$ cat src/rtl/instr_fetch_responder.sv
// Instruction store: loaded beat by beat from address 0, then serves single-word fetches.
// Fetch latency: ack 2 edges after the request edge; with INSTR_PREFETCH_EN, a prefetch hit acks on the request edge itself.
// Backpressure: load_ready is high only while loading; fetch_req is held until fetch_ack and is stalled outside READY.
module instr_fetch_responder #(
    parameter int ADDR_W = 8,
    parameter int DATA_W = 8
) (
    input  logic              clk,
    input  logic              rst_n,
    input  logic              fetch_req,
    input  logic [ADDR_W-1:0] fetch_addr,
    output logic              fetch_ack,
    output logic [DATA_W-1:0] fetch_data,
    input  logic              load_start,
    input  logic              load_valid,
    input  logic [DATA_W-1:0] load_data,
    input  logic              load_done,
    output logic              load_ready,
    output logic              prog_valid
);

    localparam int                DEPTH     = 1 << ADDR_W;
    localparam logic [ADDR_W-1:0] LAST_ADDR = {ADDR_W{1'b1}};

    typedef enum logic [1:0] {IDLE, LOADING, READY, FETCH} state_t;

    state_t            state;
    state_t            state_nxt;
    logic [DATA_W-1:0] mem [DEPTH];
    logic [ADDR_W-1:0] wr_ptr;
    logic [ADDR_W-1:0] addr_q;
    logic              fetch_phase;   // 0: memory read pending, 1: ack pending
    logic [DATA_W-1:0] rd_dat;
    logic              wr_en;

    // A load_start beat restarts the load rather than storing data.
    assign wr_en = (state == LOADING) && !load_start && load_valid;

`ifdef INSTR_PREFETCH_EN
    logic [ADDR_W-1:0] pf_addr;
    logic [DATA_W-1:0] pf_data;
    logic              pf_valid;
    logic              pf_hit;
    logic [ADDR_W-1:0] req_next_addr;
    logic [ADDR_W-1:0] q_next_addr;

    assign pf_hit        = pf_valid && (fetch_addr == pf_addr);
    assign req_next_addr = fetch_addr + ADDR_W'(1);
    assign q_next_addr   = addr_q + ADDR_W'(1);
`endif

    // State register.
    always_ff @(posedge clk or negedge rst_n) begin
        if (!rst_n) begin
            state <= IDLE;
        end else begin
            state <= state_nxt;
        end
    end

    // Next-state decode and status outputs; load_start overrides everything.
    always_comb begin
        state_nxt  = state;
        load_ready = (state == LOADING);
        prog_valid = (state == READY) || (state == FETCH);
        if (load_start) begin
            state_nxt = LOADING;
        end else begin
            case (state)
                IDLE:    state_nxt = IDLE;
                LOADING: begin
                    if (load_done || (load_valid && (wr_ptr == LAST_ADDR))) begin
                        state_nxt = READY;
                    end
                end
                READY: begin
                    if (fetch_req) begin
`ifdef INSTR_PREFETCH_EN
                        state_nxt = pf_hit ? READY : FETCH;
`else
                        state_nxt = FETCH;
`endif
                    end
                end
                FETCH: begin
                    if (fetch_phase) begin
                        state_nxt = READY;
                    end
                end
                default: state_nxt = IDLE;
            endcase
        end
    end

    // Program storage; deliberately not reset.
    always_ff @(posedge clk) begin
        if (wr_en) begin
            mem[wr_ptr] <= load_data;
        end
    end

    // Write pointer, fetch pipeline and the registered ack/data outputs.
    always_ff @(posedge clk or negedge rst_n) begin
        if (!rst_n) begin
            wr_ptr      <= '0;
            addr_q      <= '0;
            fetch_phase <= 1'b0;
            rd_dat      <= '0;
            fetch_ack   <= 1'b0;
            fetch_data  <= '0;
        end else begin
            fetch_ack <= 1'b0;
            if (load_start) begin
                wr_ptr      <= '0;
                fetch_phase <= 1'b0;
            end else begin
                case (state)
                    LOADING: begin
                        if (load_valid) begin
                            wr_ptr <= wr_ptr + ADDR_W'(1);
                        end
                    end
                    READY: begin
                        if (fetch_req) begin
                            addr_q      <= fetch_addr;
                            fetch_phase <= 1'b0;
`ifdef INSTR_PREFETCH_EN
                            if (pf_hit) begin
                                fetch_ack  <= 1'b1;
                                fetch_data <= pf_data;
                            end
`endif
                        end
                    end
                    FETCH: begin
                        if (!fetch_phase) begin
                            rd_dat      <= mem[addr_q];
                            fetch_phase <= 1'b1;
                        end else begin
                            fetch_ack   <= 1'b1;
                            fetch_data  <= rd_dat;
                            fetch_phase <= 1'b0;
                        end
                    end
                    default: ;
                endcase
            end
        end
    end

`ifdef INSTR_PREFETCH_EN
    // Prefetch buffer: refilled with the following word on every ack edge, dropped on any program change.
    always_ff @(posedge clk or negedge rst_n) begin
        if (!rst_n) begin
            pf_addr  <= '0;
            pf_data  <= '0;
            pf_valid <= 1'b0;
        end else if (load_start || wr_en) begin
            pf_valid <= 1'b0;
        end else if ((state == READY) && fetch_req && pf_hit) begin
            pf_addr  <= req_next_addr;
            pf_data  <= mem[req_next_addr];
            pf_valid <= 1'b1;
        end else if ((state == FETCH) && fetch_phase) begin
            pf_addr  <= q_next_addr;
            pf_data  <= mem[q_next_addr];
            pf_valid <= 1'b1;
        end
    end
`endif

endmodule

$ cat config.mk
export PLATFORM = sky130hd
export DESIGN_NAME = instr_fetch_responder
export DESIGN_NICKNAME = d
export VERILOG_FILES = /design/src/rtl/instr_fetch_responder.sv
export SDC_FILE = /design/constraint.sdc
export NUM_CORES = 2
export LEC_CHECK = 0
export ABC_AREA = 0
export CAP_MARGIN = 5
export CORE_MARGIN = 5
export CORE_UTILIZATION = 40
export DETAILED_ROUTE_END_ITERATION = 10
export GPL_TIMING_DRIVEN = 0
export SETUP_SLACK_MARGIN = 0.2
export SYNTH_ARGS = -nofsm -noshare
export SYNTH_HDL_FRONTEND = slang
export SYNTH_SLANG_ARGS = --single-unit
$ cat constraint.sdc
create_clock -name clk -period 7.9 [get_ports clk]
set_input_delay 1.185 -clock clk [delete_from_list [all_inputs] [get_ports clk]]
set_output_delay 1.185 -clock clk [all_outputs]
set_load 0.01 [all_outputs]
Word-level counts from Yosys, hierarchy flattened --
Memories as Yosys holds them, arrays and structs flattened. A register that Yosys moved wholly into a read port is not among the register bits. Cells that the tools add are included.
Storage, ports and cells: register bits after elaboration 28, RAM bits 2048, word-level logic and storage cells 51, memories 1
Cells by class: add/subtract/negate cells 1, eq/ne operators 7, muxes and demuxes 17, bitwise logic cells 2, reductions and logical operators 17
Memories:
- mem | words 256, width 8, rd ports 1, clocked after Yosys merged registers in 1, write ports 1, line 29 | logic [DATA_W-1:0] mem [DEPTH];
Operators with widths (number):
- $mux 8 | 3
- $reduce_and 3->1 | 4
- $add 8x1->8 const B | 1
- $eq 8x8->1 const B | 1
- $mux 1 | 8
- $mux 2 | 4
- $pmux 2 s4 | 1
- $ne 3x3->1 const B | 2
- $eq 2x2->1 const B | 2
- $reduce_and 2->1 | 2
- $reduce_bool 2->1 | 2
- $logic_and 1x1->1 | 3
- $ne 3x2->1 const B | 1
- $reduce_bool 3->1 | 1
- $eq 2x1->1 const B | 1
- $logic_not 1->1 | 2
- $logic_not 2->1 | 1
- $logic_or 1x1->1 | 2
- $not 1->1 | 2
- $pmux 1 s2 | 1

Longest topological paths before layout --
depth after elaboration 6, mapped depth 13, mapped depth without buffers 7

Least setup slack after synthesis --
OpenSTA, ideal clock, no wires.
path kind input-to-reg, from input port load_valid, to memory mem[104][0], enable pin, library setup time 370 ps, data arrival time 2787 ps, required time 7530 ps, slack 4743 ps, cell stages on the path 7, path through and2_1 clkbuf_1 nand2b_1 nor3b_1 nand2_1 clkbuf_1 nor2_1
On the way: word-level cells in the longest chain between the ends 3
Ends and longest elaborated chain:
- start: declaration | line 15 | input logic load_valid,
- $logic_and 1x1->1 | line 37 | assign wr_en = (state == LOADING) && !load_start && load_valid;
- $mux 1 | line 97 | if (wr_en) begin
- $mux 1 (not written as such) | line 98 | mem[wr_ptr] <= load_data;
- end: declaration | line 29
Every way passes these cells.

==> summary.md <==
| Metric | Value |
|---|---|
| Starting Density | `40.2%` |
| Most frequent cells in the layout | `edfxtp_1 (2,048), mux2i_1 (358), mux4_2 (353)` |
| WL per Instance | `38.0 um` |
| Worst Hold Class | `in -> async` |
| Critical Path Source | `addr_q[4]` |
| Minimum clock period | `5.50 ns` |
| Clock buffer count from CTS | `206` |
| Ys Warns | `0` |
| Residual DRC | `0` |
| R2R Setup Slk | `2.40 ns` |
| Layout area overhead | `13.1%` |
| CTS H-tree lvls | `4` |
| Vias in the first global route | `43,000` |
| DR pass1 iterations | `6` |
| Pin count of the biggest net entering global routing | `163` |
| Number of fillers in the final layout | `17,000` |
| Setup Fix Bufs, Post-CTS | `0` |
| Reg2reg end | `rd_dat[6]` |
| Status | `finished, violations left` |
| Cell taking the most area after synthesis | `edfxtp_1` |
| Rel. slew slack | `-6.45%` |
| FP Rows | `165` |
| Die ar. | `0.212 mm^2` |
| Worst setup SP type | `register` |
| VDD IR-drop max | `0.279 mV` |
| Chip height | `460 um` |
| Synthesized flop and latch total | `2,084` |
| Clock tree sinks | `2,084` |
| Seq. cell area | `0.0624 mm^2` |
| Final Hold Viols | `0` |
| Post-synth top area share | `75.8%` |
| Max-Cap Viols | `4` |
| Share of layout cells above drive strength 1 | `17.7%` |
| Max Root-Sink Buffers | `3` |
| Fin cells | `7,222` |
| Commonest non-fill, non-tap cell in the layout | `edfxtp_1` |
| Via count | `44,400` |
| Failing checks | `max-capacitance violations, max-slew violations` |
| R2R Path Start | `addr_q[4]` |
| Worst Skew | `0.0580 ns` |
| Hpwl dp | `182 mm` |
| First-pass GRT wire length | `367 mm` |
| Final WL | `274 mm` |
| Syn nets | `4,136` |
| Pleak | `28.8 nW` |
| Most area-consuming cells after synthesis | `edfxtp_1 (76%), mux4_2 (9.8%), mux2i_1 (4.4%)` |
| Critical Path Fanout Max | `10` |
| Post-synth EDFFs | `2,048` |
| DR vias/cell | `6.15` |
| Placed cells | `6,829` |
| Port bufs | `31` |
| Critical path arrival | `6.17 ns` |
| CTS tree | `done` |
| Final Slew Violations | `44` |
| F_max | `0.182 GHz` |
| Ports | `33` |
| Mapped Cells | `4,110` |
| CP endpoint kind | `register` |
| R2R cell count | `11` |
| Area occupied by multi-input gates | `0.0173 mm^2` |
| Chip width | `460 um` |
| Avg Cell Area, Syn | `19.8 um^2` |
| Final period utilization | `69.6%` |
| CP required | `8.57 ns` |
| Register area share after synthesis | `76.9%` |
| Clk_lat worst skew | `0.87 ns` |
| Cts hold-fix bufs | `0` |
| Distinct cell type count after synthesis | `64` |
| CTS root buf | `clkbuf_16` |
| Least-Margin Pin Slew | `1.60 ns` |
| Finish-stage setup viols | `0` |
| Unrepaired setup endpoints after global routing | `no` |
| GRT Resource Usage Total | `25.5%` |
| Synthesized cell area | `0.0812 mm^2` |
| Most used flip-flop cell after synthesis | `edfxtp_1` |
| Core area | `0.202 mm^2` |
| Starting DRT DRC Count | `7,214` |
| Final net count | `4,394` |
| Routed Antenna Nets | `0` |
| Crit path to | `rd_dat[6]` |
| Total Neg Setup Slack | `0 ns` |
| Hold slack final | `0.182 ns` |
| GR Overflow Total | `0` |
| Initial antenna violation count | `15` |
| Async SR Flop Fraction | `1.73%` |
| Reg clk slew, reported paths | `0.06 ns` |
| Pwr dens | `319 mW/mm^2` |
| Class of the most critical setup path | `reg -> reg` |
| GP Congestion | `0.998` |
| Post-cts sizing count | `0` |
-- critical path: stages, from the launching register on --
cell     delay [ns]
dfrtp_1        0.37
buf_4          0.17
inv_1          0.07
buf_2          0.51
buf_2          0.87
buf_2          0.85
mux2i_1        0.27
o21ai_0        0.13
nor3_1         0.93
a31oi_1        0.24
a32oi_1        0.56
o21ai_1        0.28
-- layer usage --
metal,part of all wire (%),global-route usage [%]
met5,0.014,0
met3,11,7.15
met2,45,38.6
met1,38,33.5
met4,6.4,14.3
-- metrics by stage --
| step | power, mW | worst slack, ns | util [%] | instance area, um^2 |
|---|---|---|---|---|
| final | 29.3 | 2.40 | 45.4 | 91800 |
| after global routing | 29.8 | 2.57 | 45.4 | 91800 |
| after CTS | 29.1 | 2.66 | 45.4 | 91700 |
| after detailed placement | 19.7 | 2.10 | 42.2 | 85200 |
| after global placement | 19.8 | -2.41 | 42.0 | 84800 |
| after floorplan | 16.2 | 4.74 | - | 81200 |
-- final cells by class --
cell class | count | area share [%]
Antenna cell | 10 | 0.0273
Buffer | 249 | 1.63
Clock buffer | 278 | 5.98
Clock inverter | 102 | 1.11
Inverter | 9 | 0.0368
Multi-Input combinational cell | 1768 | 18.8
Sequential cell | 2084 | 68.0
Tap cell | 2672 | 3.64
Timing Repair Buffer | 50 | 0.799
-- cells by family (layout without fill, tap and decap cells) --
family | Yosys count | after routing | share of synthesized area [%]
flip-flops | 2084 | 2084 | 76.9
other | 0 | 10 | 0
AO/OA/AOI/OAI | 434 | 434 | 3.66
buffers and inverters | 258 | 688 | 1.87
XOR/XNOR | 7 | 7 | 0.0755
AND/OR/NAND/NOR | 602 | 602 | 3.12
adder cells (fa/ha/maj) | 4 | 4 | 0.0617
multiplexers | 721 | 721 | 14.3
-- worst min-delay path by stage --
| stage | startpoint | endpoint | slack [ns] | cells past startpoint |
|---|---|---|---|---|
| floorplan | rd_dat[4] | fetch_data[4] | 0.44 | 2 |
| global placement | fetch_data[1] | fetch_data[1] | 0.47 | 2 |
| detailed placement | fetch_data[4] | fetch_data[4] | 0.47 | 2 |
| CTS | rst_n | fetch_data[2] | 0.13 | 1 |
| global route | rst_n | fetch_data[2] | 0.17 | 1 |
| finish | rst_n | fetch_data[3] | 0.18 | 1 |
-- flip-flops by register name (all words and copies together), names as in the netlist --
| register | count |
|---|---|
| rd_dat | 8 |
| state | 2 |
| fetch_phase | 1 |
| fetch_ack | 1 |
| wr_ptr | 8 |
| fetch_data | 8 |
| mem | 2048 |
| addr_q | 8 |
-- cell usage after synthesis (all sizes together) (2+ instances only) --
cell,n
a2111o,3
a2111oi,13
a211o,10
a211oi,37
a21oi,52
a221oi,10
a22o,9
a22oi,25
a31oi,10
a32oi,6
and2,5
and3,3
buf,140
clkbuf,109
dfrtp,36
edfxtp,2048
ha,4
inv,8
mux2,10
mux2i,358
mux4,353
nand2,179
nand2b,7
nand3,26
nand3b,4
nand4,15
nor2,299
nor2b,8
nor3,31
nor3b,3
nor4,6
nor4b,2
o211ai,2
o21ai,60
o21bai,5
o221ai,58
o22ai,124
or2,2
or3,6
or3b,3
xnor2,3
xor2,4
-- where the power goes --
group	switching, mW	total [mW]	internal, mW
logic	5.09	7.39	2.31
registers	0.0780	12.3	12.2
clock network	4.27	9.61	5.34
No activity file was read; power rests on OpenSTA's default activity.
